--- config.mk ---
export PLATFORM = sky130hd
export DESIGN_NAME = mux_n_arb
export DESIGN_NICKNAME = d
export VERILOG_FILES = /design/src/rtl/mux_n_arb.sv
export SDC_FILE = /design/constraint.sdc
export NUM_CORES = 1
export LEC_CHECK = 0
export ABC_AREA = 1
export BUFFER_PORTS_ARGS = -buffer_cell sky130_fd_sc_hd__buf_2
export CELL_PAD_IN_SITES_DETAIL_PLACEMENT = 0
export CELL_PAD_IN_SITES_GLOBAL_PLACEMENT = 1
export CORE_UTILIZATION = 25
export CTS_CLUSTER_DIAMETER = 120
export DETAILED_ROUTE_END_ITERATION = 8
export PLACE_DENSITY_LB_ADDON = 0.1
export SLEW_MARGIN = 30
export SYNTH_ARGS = -nofsm -noshare
export SYNTH_HDL_FRONTEND = slang
export SYNTH_SLANG_ARGS = --single-unit
--- constraint.sdc ---
create_clock -name clk -period 3.65 [get_ports clk]
set_clock_uncertainty 0.1 [all_clocks]
set_input_delay 0.73 -clock clk [delete_from_list [all_inputs] [get_ports clk]]
set_output_delay 0.73 -clock clk [all_outputs]
set_load 0.02 [all_outputs]
--- src/rtl/mux_n_arb.sv ---
// mux_n_arb: N-channel valid/ready mux (explicit select or round-robin grant)
// feeding a one-entry registered output stage with backpressure and flush.
module mux_n_arb #(
    parameter int WIDTH    = 32,
    parameter int CHANNELS = 4,
    parameter int MODE     = 0,
    localparam int SEL_W   = $clog2(CHANNELS)
) (
    input  logic                      clk,
    input  logic                      rst,
    input  logic [CHANNELS*WIDTH-1:0] in_data,
    input  logic [CHANNELS-1:0]       in_valid,
    output logic [CHANNELS-1:0]       in_ready,
    input  logic [SEL_W-1:0]          sel,
    input  logic                      flush,
    output logic [WIDTH-1:0]          out_data,
    output logic [SEL_W-1:0]          out_chan,
    output logic                      out_valid,
    input  logic                      out_ready
);

    // Distance of channel ch from the round-robin pointer, walking upwards with wrap.
    function automatic logic [SEL_W:0] rr_dist(input logic [SEL_W-1:0] ch,
                                               input logic [SEL_W-1:0] p);
        if (ch >= p) begin
            return {1'b0, ch} - {1'b0, p};
        end
        return {1'b0, ch} + (SEL_W+1)'(CHANNELS) - {1'b0, p};
    endfunction

    function automatic logic [SEL_W-1:0] ptr_next(input logic [SEL_W-1:0] g);
        return (g == SEL_W'(CHANNELS - 1)) ? '0 : g + 1'b1;
    endfunction

    logic [WIDTH-1:0] r_data_p1;
    logic [SEL_W-1:0] r_chan_p1;
    logic             r_vld_p1;
    logic [SEL_W-1:0] r_ptr;

    logic [SEL_W-1:0] w_grant;
    logic [SEL_W:0]   w_best;
    logic             w_gnt_vld;
    logic             w_can_accept;
    logic             w_xfer;
    logic [WIDTH-1:0] w_sel_data;

    // Stage 0: grant selection and input handshake
    always_comb begin
        w_gnt_vld = 1'b0;
        w_grant   = '0;
        w_best    = '0;
        for (int i = 0; i < CHANNELS; i++) begin
            if (MODE == 0) begin
                if (in_valid[i] && (sel == SEL_W'(i))) begin
                    w_gnt_vld = 1'b1;
                    w_grant   = SEL_W'(i);
                end
            end else if (in_valid[i] &&
                         (!w_gnt_vld || (rr_dist(SEL_W'(i), r_ptr) < w_best))) begin
                w_gnt_vld = 1'b1;
                w_grant   = SEL_W'(i);
                w_best    = rr_dist(SEL_W'(i), r_ptr);
            end
        end
    end

    always_comb begin
        w_sel_data = '0;
        for (int i = 0; i < CHANNELS; i++) begin
            if (w_grant == SEL_W'(i)) begin
                w_sel_data = in_data[i*WIDTH +: WIDTH];
            end
        end
    end

    // rst gates acceptance so in_ready stays low while reset is held
    assign w_can_accept = !rst && !flush && (!r_vld_p1 || out_ready);
    assign w_xfer       = w_can_accept && w_gnt_vld;

    always_comb begin
        in_ready = '0;
        for (int i = 0; i < CHANNELS; i++) begin
            in_ready[i] = w_xfer && (w_grant == SEL_W'(i));
        end
    end

    // Stage 1: registered output entry
    always_ff @(posedge clk or posedge rst) begin
        if (rst) begin
            r_data_p1 <= '0;
            r_chan_p1 <= '0;
            r_vld_p1  <= 1'b0;
            r_ptr     <= '0;
        end else begin
            if (flush) begin
                r_vld_p1 <= 1'b0;
            end else if (w_xfer) begin
                r_vld_p1  <= 1'b1;
                r_data_p1 <= w_sel_data;
                r_chan_p1 <= w_grant;
            end else if (out_ready) begin
                r_vld_p1 <= 1'b0;
            end
            if ((MODE == 1) && w_xfer) begin
                r_ptr <= ptr_next(w_grant);
            end
        end
    end

    assign out_data  = r_data_p1;
    assign out_chan  = r_chan_p1;
    assign out_valid = r_vld_p1;

endmodule

# --- Word-level counts from Yosys, hierarchy flattened ---
# Index checks and enable logic that the tools add are counted.
totals:
  ff_bits: 35
  latchBits: 0
  ram_bits: 0
  romBits: 0
  in_bits: 138
  n_memories: 0
classes:
  add_sub_neg: 0
  n_mul: 0
  n_div: 0
  n_lt_le_gt_ge: 0
  eq_ne: 6
  shift: 0
  muxes: 14
  bitwise_logic: 1
  reduce_logical: 19
ops:
  columns: ["operator", "count"]
  rows:
  - ["two-way mux 32 bit", 4]
  - ["logical AND 1 bit", 11]
  - ["== test 2 bit, second input constant", 4]
  - ["two-way mux 1 bit", 8]
  - ["== test 2 x 1 -> 1 bit, second input constant", 2]
  - ["zero test 2 bit", 2]
  - ["two-way mux 2 bit", 2]
  - ["zero test 1 bit", 3]
  - ["nonzero test 3 bit", 1]
  - ["AND reduction 2 bit", 1]
  - ["logical OR 1 bit", 1]
  - ["inverter 1 bit", 1]

# --- Logic depth before layout (Yosys ltp) ---
logic_depth:
  word_depth: 10
  ltp_mapped: 12
  depth_no_buf: 10

# --- Worst setup path after synthesis ---
# No wires, ideal clock.
synth_timing:
  kind: "input -> output"
  from: "input sel[0]"
  to: "output in_ready[0]"
  t_arrival_ns: 1.719
  required_ns: 2.820
  slack_ns: 1.101
  path_stages: 9
  path_cell_list: "buf_6 > inv_2 > nand3_2 > buf_4 > buf_2 > nand2_1 > inv_1 > nand2_1 > nor2_1"
synth_via:
  elab_chain_len: 8
  elab_cells_between_ends: 18
  classes_between: "3 x eq/ne; 7 x mux; 8 x reduce/logical"
synth_rtl:
  columns: ["element", "line", "source"]
  rows:
  - ["start: declaration", "14", "input logic [SEL_W-1:0] sel,"]
  - ["zero test 2 bit", "54", "if (in_valid[i] && (sel == SEL_W'(i))) begin"]
  - ["logical AND 1 bit", "54", null]
  - ["two-way mux 1 bit (4 in a row)", "54", null]
  - ["logical AND 1 bit", "78", "assign w_xfer = w_can_accept && w_gnt_vld;"]
  - ["logical AND 1 bit *", "83", "in_ready[i] = w_xfer && (w_grant == SEL_W'(i));"]
  - ["end: declaration", "13", "output logic [CHANNELS-1:0] in_ready,"]
# Every way passes the cells marked *; elsewhere a longest branch is shown, timed or not.

# --- Worst setup path after layout ---
# Same ends and word-level chain as after synthesis.

==> impl_results.md <==
* Fin crit period at 2.78 ns
* CTS resizes at 0
* Syn Nets at 617
* Post CTS Setup Buffer Count at 0
* Via density at 4.34
* Clk buf depth at 2
* Number of buffers created by CTS at 5
* Input/output buffers at 176
* Part of the Yosys area used for sequential elements at 31.2%
* Detailed placer's ending HPWL at 7550 um
* Final wirelength at 10000 um
* Status: complete, no violations
* Routed WL per cell at 12.8 um
* Mapped Area at 2810 um^2
* Syn. warnings at 0
* CTS Sinks at 35
* Max Cap Viol at 0
* Pin count of the biggest net entering global routing at 35
* Starting Density at 25.8%
* PD cells at 364 nW/um^2
* Final setup vio count at 0
* Worst setup SP type: input pin
* Post-Syn Instances at 479
* Relative slew margins at 56.0%
* Worst Path Max Fanout at 23
* Hold Slack at 0.221 ns
* Vias in the first global route at 3317
* #FFs+latches synth at 35
* I/O pin total at 177
* Final Max Tran Viols at 0
* Area Growth Syn to Fin at 37.9%
* FMAX at 360 MHz
* Seq. cell area at 876 um^2
* All-Layer GR Usage at 17.6%
* CTS tree: built
* Hold crit path type: in2async
* Area of the multi-input gates at 1600 um^2
* Peak VDD IR at 0.000139 V
* Final Hold Vio Count at 0
* Final Power at 1410 uW
* H-tree depth at 2
* Root buf cell: clkbuf_8
* CP Capture Type: primary output
* CTS hold repair buffers at 0
* Req. time, crit path at 2.82 ns
* Post-DRT Antenna Nets at 0
* Static Leak at 0.00245 uW
* Core footprint at 10900 um^2
* Share of layout cells above drive strength 1 at 34.4%
* NumNets Final at 779
* Worst-path clk slew at 0.07 ns
* Setup tns final at 0 ns
* Chip width at 108 um
* Antenna violations before repair at 0
* DR vias at 3393
* Period utilization at 76.2%
* Remaining global-route overflow at 0
* Worst Path Arrival at 1.95 ns
* FILL cells at 1258
* WS Path Type: in2out
* Placer Congestion at 0.823
* Post-synth cell types at 18
* Worst slew pin tran at 0.660 ns
* Clock latency on the worst-skew pair at 0.28 ns
* RSZ-0062 raised after global routing: false
* DIE AREA at 11700 um^2
* Core Rows at 38
* DRT iter0 DRCs at 136
* Antenna cells at 0
* Global-route wire length before repair at 16000 um
* Syn Area/Cell at 5.86 um^2
* Drt drc at 0
* Die Height at 108 um
* Drt pass-1 iters at 4
power by group:
| group | internal [uW] | switching (uW) |
|---|---|---|
| combinational | 212 | 354 |
| clock | 172 | 134 |
| sequential | 485 | 52.8 |
| total | 869 | 541 |
state kept, by name (all words and copies together) (netlist names):
signal	count
out_valid	1
out_data	32
out_chan	2
logic make-up after synthesis:
kind of cell,after synthesis,synth area share [%]
buffers and inverters,70,11.6
flip-flops,35,31.2
AND/OR/NAND/NOR,370,56.3
AO/OA/AOI/OAI,4,0.892
final timing paths:
kind | from | end | slack, ns | depth (start not counted)
min in group clk | out_data[26]$_DFFE_PP0P_ | out_data[26]$_DFFE_PP0P_ | 0.38 | 2
max in group asynchronous | rst | out_data[9]$_DFFE_PP0P_ | 2.59 | 3
max reg2reg | out_valid$_DFFE_PP0P_ | out_data[6]$_DFFE_PP0P_ | 1.83 | 7
min | rst | out_valid$_DFFE_PP0P_ | 0.22 | 2
max | sel[0] | in_ready[0] | 0.87 | 8
min reg2reg | out_data[26]$_DFFE_PP0P_ | out_data[26]$_DFFE_PP0P_ | 0.38 | 2
through the flow:
step / setup WS [ns] / std cells / utilization [%] / cell area [um^2]
CTS: 0.871 / 782 / 35.5 / 3870
floorplan: 1.10 / 479 / - / 2810
global route: 0.722 / 782 / 35.5 / 3870
finish: 0.869 / 782 / 35.5 / 3870
detailed placement: 0.873 / 774 / 34.6 / 3770
global placement: 0.888 / 774 / 34.6 / 3770
critical path: stages:
cell and delay (ns):
buf_2 0.25, buf_4 0.33, nand3_1 0.21, nand2_1 0.12, inv_1 0.05, nand2_1 0.05, nor2_1 0.05, buf_2 0.16
metal layers:
metal / wire length, um / vias up / share of wire [%] / GRT usage [%]
met3: 653 / 4 / 6.5 / 3.68
met4: 62 / 0 / 0.62 / 3.13
li1: - / 1778 / - / -
met5: 0 / - / 0 / 0
met2: 4900 / 108 / 49 / 31.8
met1: 4420 / 1503 / 44 / 21.5
cell type report:
type                       instances  area share (%)
multi-input combinational        374            41.4
timing repair buffer             186            25.0
sequential                        35            22.6
tap                              140            4.53
inverter                          39            3.78
clock buffer                       8            2.59
cells in the mapped netlist:
master / n / area [um^2]
nor2_1: 5 / 18.8
nand2_2: 2 / 12.5
inv_1: 36 / 135
buf_6: 5 / 56.3
buf_4: 3 / 22.5
or2_0: 10 / 62.6
dfrtp_1: 35 / 876
o21ai_0: 2 / 10.0
buf_2: 12 / 60.1
o31ai_1: 1 / 7.51
clkbuf_1: 11 / 41.3
nand4_1: 34 / 213
o21a_1: 1 / 7.51
nand3_1: 8 / 40.0
or2_2: 21 / 131
inv_2: 3 / 11.3
nand2_1: 288 / 1080
nand3_2: 2 / 20.0
layout by cell type, fill, tap and decap left out, drive strengths merged:
| cell | Yosys | final |
|---|---|---|
| o31ai | 1 | 1 |
| nor2 | 5 | 5 |
| inv | 39 | 38 |
| dfrtp | 35 | 35 |
| nand2 | 290 | 290 |
| o21ai | 2 | 2 |
| clkbuf | 11 | 8 |
| nand4 | 34 | 34 |
| or2 | 31 | 31 |
| o21a | 1 | 1 |
| nand3 | 10 | 10 |
| buf | 20 | 186 |
| clkinv | 0 | 1 |
(Power assumes the default switching activity.)
